File: src/rtl/sum_stream_decoder.sv
// Recovers the hidden counter from out = a + b + cnt, locks onto its fixed-step sequence
// and flags/counts samples that break the sequence while locked.
module sum_stream_decoder #(
  parameter int unsigned WIDTH         = 8,
  parameter int unsigned STEP          = 2,
  parameter int unsigned LOCK_COUNT    = 3,
  parameter int unsigned UNLOCK_ERRORS = 2
) (
  input  logic             clk,
  input  logic             rst,
  input  logic             in_valid,
  input  logic [WIDTH-1:0] in_sum,
  input  logic [WIDTH-1:0] in_a,
  input  logic [WIDTH-1:0] in_b,
  input  logic             err_clr,
  output logic [WIDTH-1:0] cnt_out,
  output logic             cnt_valid,
  output logic             locked,
  output logic             err_pulse,
  output logic [7:0]       err_count
);

  localparam int unsigned HitW  = $clog2(LOCK_COUNT + 1);
  localparam int unsigned MissW = $clog2(UNLOCK_ERRORS + 1);
  localparam logic [WIDTH-1:0] StepW = WIDTH'(STEP);

  typedef enum logic [1:0] {StSearch, StVerify, StLocked} state_e;

  state_e           state_q, state_d;
  logic [WIDTH-1:0] exp_q, exp_d;
  logic [WIDTH-1:0] cnt_q, cnt_d;
  logic [HitW-1:0]  hits_q, hits_d;
  logic [MissW-1:0] miss_q, miss_d;
  logic             cnt_valid_q, cnt_valid_d;
  logic             err_pulse_q, err_pulse_d;
  logic [7:0]       err_count_q, err_count_d;

  logic [WIDTH-1:0] r;
  logic [HitW-1:0]  hits_inc;
  logic [MissW-1:0] miss_inc;
  logic             match, lock_hit, unlock_hit;

  assign r          = in_sum - in_a - in_b;
  assign match      = (r == exp_q);
  assign hits_inc   = hits_q + HitW'(1);
  assign miss_inc   = miss_q + MissW'(1);
  assign lock_hit   = (hits_inc == HitW'(LOCK_COUNT));
  assign unlock_hit = (miss_inc == MissW'(UNLOCK_ERRORS));

  always_ff @(posedge clk) begin
    if (rst) begin
      state_q     <= StSearch;
      exp_q       <= '0;
      cnt_q       <= '0;
      hits_q      <= '0;
      miss_q      <= '0;
      cnt_valid_q <= 1'b0;
      err_pulse_q <= 1'b0;
      err_count_q <= '0;
    end else begin
      state_q     <= state_d;
      exp_q       <= exp_d;
      cnt_q       <= cnt_d;
      hits_q      <= hits_d;
      miss_q      <= miss_d;
      cnt_valid_q <= cnt_valid_d;
      err_pulse_q <= err_pulse_d;
      err_count_q <= err_count_d;
    end
  end

  always_comb begin
    state_d = state_q;
    if (in_valid) begin
      unique case (state_q)
        StSearch: state_d = StVerify;
        StVerify: if (match && lock_hit) state_d = StLocked;
        StLocked: if (!match && unlock_hit) state_d = StSearch;
        default:  state_d = StSearch;
      endcase
    end
  end

  always_comb begin
    exp_d       = exp_q;
    cnt_d       = cnt_q;
    hits_d      = hits_q;
    miss_d      = miss_q;
    cnt_valid_d = 1'b0;
    err_pulse_d = 1'b0;
    err_count_d = err_count_q;
    if (in_valid) begin
      cnt_d       = r;
      cnt_valid_d = 1'b1;
      unique case (state_q)
        StVerify: begin
          exp_d = r + StepW;
          if (match) begin
            hits_d = hits_inc;
            if (lock_hit) miss_d = '0;
          end else begin
            hits_d = HitW'(1);
          end
        end
        StLocked: begin
          // Free-run on the expected value; a bad sample never resyncs it.
          exp_d = exp_q + StepW;
          if (match) begin
            miss_d = '0;
          end else begin
            miss_d      = miss_inc;
            err_pulse_d = 1'b1;
            if (err_count_q != 8'hFF) err_count_d = err_count_q + 8'd1;
          end
        end
        default: begin
          exp_d  = r + StepW;
          hits_d = HitW'(1);
        end
      endcase
    end
    if (err_clr) err_count_d = '0;
  end

  always_comb begin
    locked = (state_q == StLocked);
  end

  assign cnt_out   = cnt_q;
  assign cnt_valid = cnt_valid_q;
  assign err_pulse = err_pulse_q;
  assign err_count = err_count_q;

endmodule

File: config.mk
export PLATFORM = sky130hd
export DESIGN_NAME = sum_stream_decoder
export DESIGN_NICKNAME = d
export VERILOG_FILES = /design/src/rtl/sum_stream_decoder.sv
export SDC_FILE = /design/constraint.sdc
export NUM_CORES = 1
export LEC_CHECK = 0
export CORE_ASPECT_RATIO = 1.25
export CORE_MARGIN = 2
export CORE_UTILIZATION = 47
export CTS_CLUSTER_SIZE = 8
export DETAILED_ROUTE_END_ITERATION = 12
export PLACE_DENSITY = 0.74
export SETUP_SLACK_MARGIN = 0.02
export SLEW_MARGIN = 20
export SYNTH_ARGS = -nofsm -noshare
export SYNTH_HDL_FRONTEND = slang
export SYNTH_SLANG_ARGS = --single-unit
File: constraint.sdc
create_clock -name clk -period 3.25 [get_ports clk]
set_input_delay 0.325 -clock clk [delete_from_list [all_inputs] [get_ports clk]]
set_output_delay 0.325 -clock clk [all_outputs]
set_load 0.01 [all_outputs]
==> flow_summary.toml <==
[run_status]
outcome = "finished clean"

[synth]
ys_seq_elements = 32
avgSynthCellArea_um2 = 9.00
synth-edff-count = 0
synth_top_cells_by_area = "dfxtp_1, ha_1, mux2i_1, fa_1, xnor2_1"
syn_inst = 261
synth_top_area_cell = "dfxtp_1"
synth_ff_type = "dfxtp_1"
synth.most_common_cell = "dfxtp_1"
synth_area_um2 = 2350
synth-warning-count = 0
synth_fp_nets = 312
async_reset_ff_share_pct = 0
synth_top_area_share_pct = 27.3
ys_seq_area_share_pct = 27.3
synth_common_cells = "dfxtp_1, inv_1, nor2_1"
ys_types = 58

[floorplanning]
die_w_um = 67.2
io_pins = 47
dieArea_um2 = 5580
fp.dieH_um = 83.1
rows = 28
start_util_pct = 49.3
core_area_um2 = 4760

[pwr]
p_sw_uw = 638
internal_power_mw = 1.24
seqPwrFrac_pct = 25.3
p_sw_share_pct = 34.0
powerDensity_nw_per_um2 = 533
clkPwrFrac_pct = 20.5
pwr-share-comb_pct = 54.2
p_leak_nw = 1.50
peakVddDrop_mv = 0.287

[routing]
drtIter0Drc = 93
route.detailed.drc = 0
avgRoutedWirePerCell_um = 14.6
wl_um = 5910
num_vias = 2177
drtAntennaViolNets = 0
dr.pass1.iters = 4
viasPerCell = 5.38

[setup_path]
crit_path_start_kind = "input pin"
crit_type = "input pin to flip-flop"
path_max_fanout = 7
cp_slowest_stage_delay_ns = 0.56
cp.arrival_ns = 3.34
cp-end-kind = "flip-flop"
critPathRequiredTime_ns = 3.41
crit_chain = "clkdlybuf4s50_1, inv_1, fa_1, ha_4, nand3_1, nand2_1, a211o_1, a21o_4, xnor2_4, buf_4, a211oi_2, xnor2_1, nor3_2"
slowest_stage = "fa_1"

[placement]
io_buffers = 46
hpwl_um = 4000
gp_congestion = 0.843

[timing]
hold_viol = 0
period_share_pct = 97.8
final_max_slew_viol_count = 0
clock_skew_ns = 0.00767
setup_viol = 0
setup_tns_ns = 0
fmax_mhz = 315
slew_headroom_pct = 47.1
worst_slew_pin_slew_ns = 0.785
finalCriticalPeriod_ns = 3.18

[clocking]
cts_root_buffer = "clkbuf_8"
clk_latency_ns = 0.29
cts_tree = "done"
cts_buffers = 5
ctsLongestPathBuffers = 2
path_clk_slew_ns = 0.08
htreeDepth = 2
clock-sinks = 32

[final_layout]
antennaDiodeCount = 0
final_core_util_pct = 73.9
num-fill-cells = 352
nets = 395
drive_gt1_share_pct = 27.5
syn_to_final_growth_pct = 49.8

[grt]
grt_util_met3_pct = 3.39
grt_max_degree = 22
grt_most_used_layer = "met2"
antenna_found_initial = 0
grt_pass1_wl_um = 9320
grtUsageMet1_pct = 23.3
met2_usage_pct = 38.8
grt_overflow = 0
grt.total_usage_pct = 21.0
grt_pass1_vias = 2166

[run]
max_cap_violations = 0

[worst_hold_path]
hp-class = "flip-flop to flip-flop"
## power by group through the flow
stage / clock [mW] / combinational [mW] / sequential, mW
global route: 0.410 / 1.09 / 0.478
floorplan: 0 / 0.461 / 0.482
finish: 0.385 / 1.02 / 0.474
global placement: 0 / 0.757 / 0.480
detailed placement: 0 / 0.778 / 0.481
CTS: 0.390 / 0.841 / 0.472
## stage by stage
stage / area, um2 / std cells / hold WS (ns) / total power, mW / worst slack, ns
2_1_floorplan: 2350 / 261 / 0.449 / 0.943 / 0.124
3_3_place_gp: 3050 / 383 / 0.461 / 1.24 / -0.443
3_5_place_dp: 3050 / 383 / 0.479 / 1.26 / -0.532
4_1_cts: 3250 / 397 / 0.498 / 1.70 / 0.0412
5_1_grt: 3520 / 405 / 0.525 / 1.98 / -0.0285
6_report: 3520 / 405 / 0.496 / 1.88 / 0.0710
## cell families after synthesis
logic type,after synthesis,share of synthesized area (%)
xor gates and xnor gates,24,10.5
DFF,32,27.3
buffers and inverters,37,6.28
adders and majority gates,23,14.5
muxes,21,9.00
and+or+nand+nor,88,19.9
AOI/OAI and AO/OA,36,12.6
## final cells by class
class                   instances  area [um2]  area share [%]
clock buffers                   6        72.6            2.06
clock inverters                 2        35.0           0.995
inverters                      24        90.1            2.56
multi-input cells             193        1800            51.2
flip-flops and latches         32         641            18.2
well taps                      60        75.1            2.13
repair buffers                 88         803            22.8
## final timing paths
| check | to | from | cells past startpoint | slack [ns] |
|---|---|---|---|---|
| max | err_count[0] | in_a[5] | 13 | 0.07 |
| min | cnt_out[0] | cnt_out[0] | 2 | 0.50 |
| max reg2reg | exp_q[7] | state_q[0] | 10 | 0.80 |
| min reg2reg | cnt_out[0] | cnt_out[0] | 2 | 0.50 |
## metal layers
metal	share of wire (%)	up-vias	routed length, um
met2	55	56	3260
li1	-	1062	-
met4	2.0	0	116
met3	3.8	10	227
met5	0	-	0
met1	39	1049	2310
## flip-flops by register name (all words and copies together), names as in the netlist
signal     cells
cnt_out        8
err_count      8
exp_q          8
hits_q         2
miss_q         2
state_q        2
cnt_valid      1
err_pulse      1
## what timing repair did
item | 4_1_cts | 5_1_grt
pin swaps | 14 | 33
setup buffers | 5 | 8
hold buffers | 0 | 0
endpoints found under the setup margin | 16 | 16
gates cloned | 1 | 0
gates resized for setup | 13 | 47
## critical path: cells and delay by family
kind / cells / cell delay (ns)
adder cells (fa/ha/maj): 2 / 0.81
XOR/XNOR: 2 / 0.37
AO/OA/AOI/OAI: 3 / 0.95
AND/OR/NAND/NOR: 3 / 0.22
buffers and inverters: 3 / 0.67
## layout by cell type, fill, tap and decap left out, types with 4 or more instances in the layout
| cell type | count |
|---|---|
| nand2b_1 | 5 |
| buf_6 | 6 |
| inv_2 | 5 |
| clkdlybuf4s50_1 | 39 |
| nor2_1 | 22 |
| nor3_2 | 4 |
| xnor2_1 | 14 |
| fa_1 | 6 |
| nor3_1 | 4 |
| mux2i_1 | 20 |
| buf_4 | 36 |
| a21oi_1 | 5 |
| ha_4 | 5 |
| dfxtp_1 | 32 |
| xor2_1 | 5 |
| inv_1 | 19 |
| clkbuf_8 | 5 |
| a211oi_1 | 4 |
| dlymetal6s2s_1 | 4 |
| nand2_1 | 19 |
| nor2b_1 | 4 |
| ha_1 | 10 |
No activity file was read; power rests on OpenSTA's default activity.
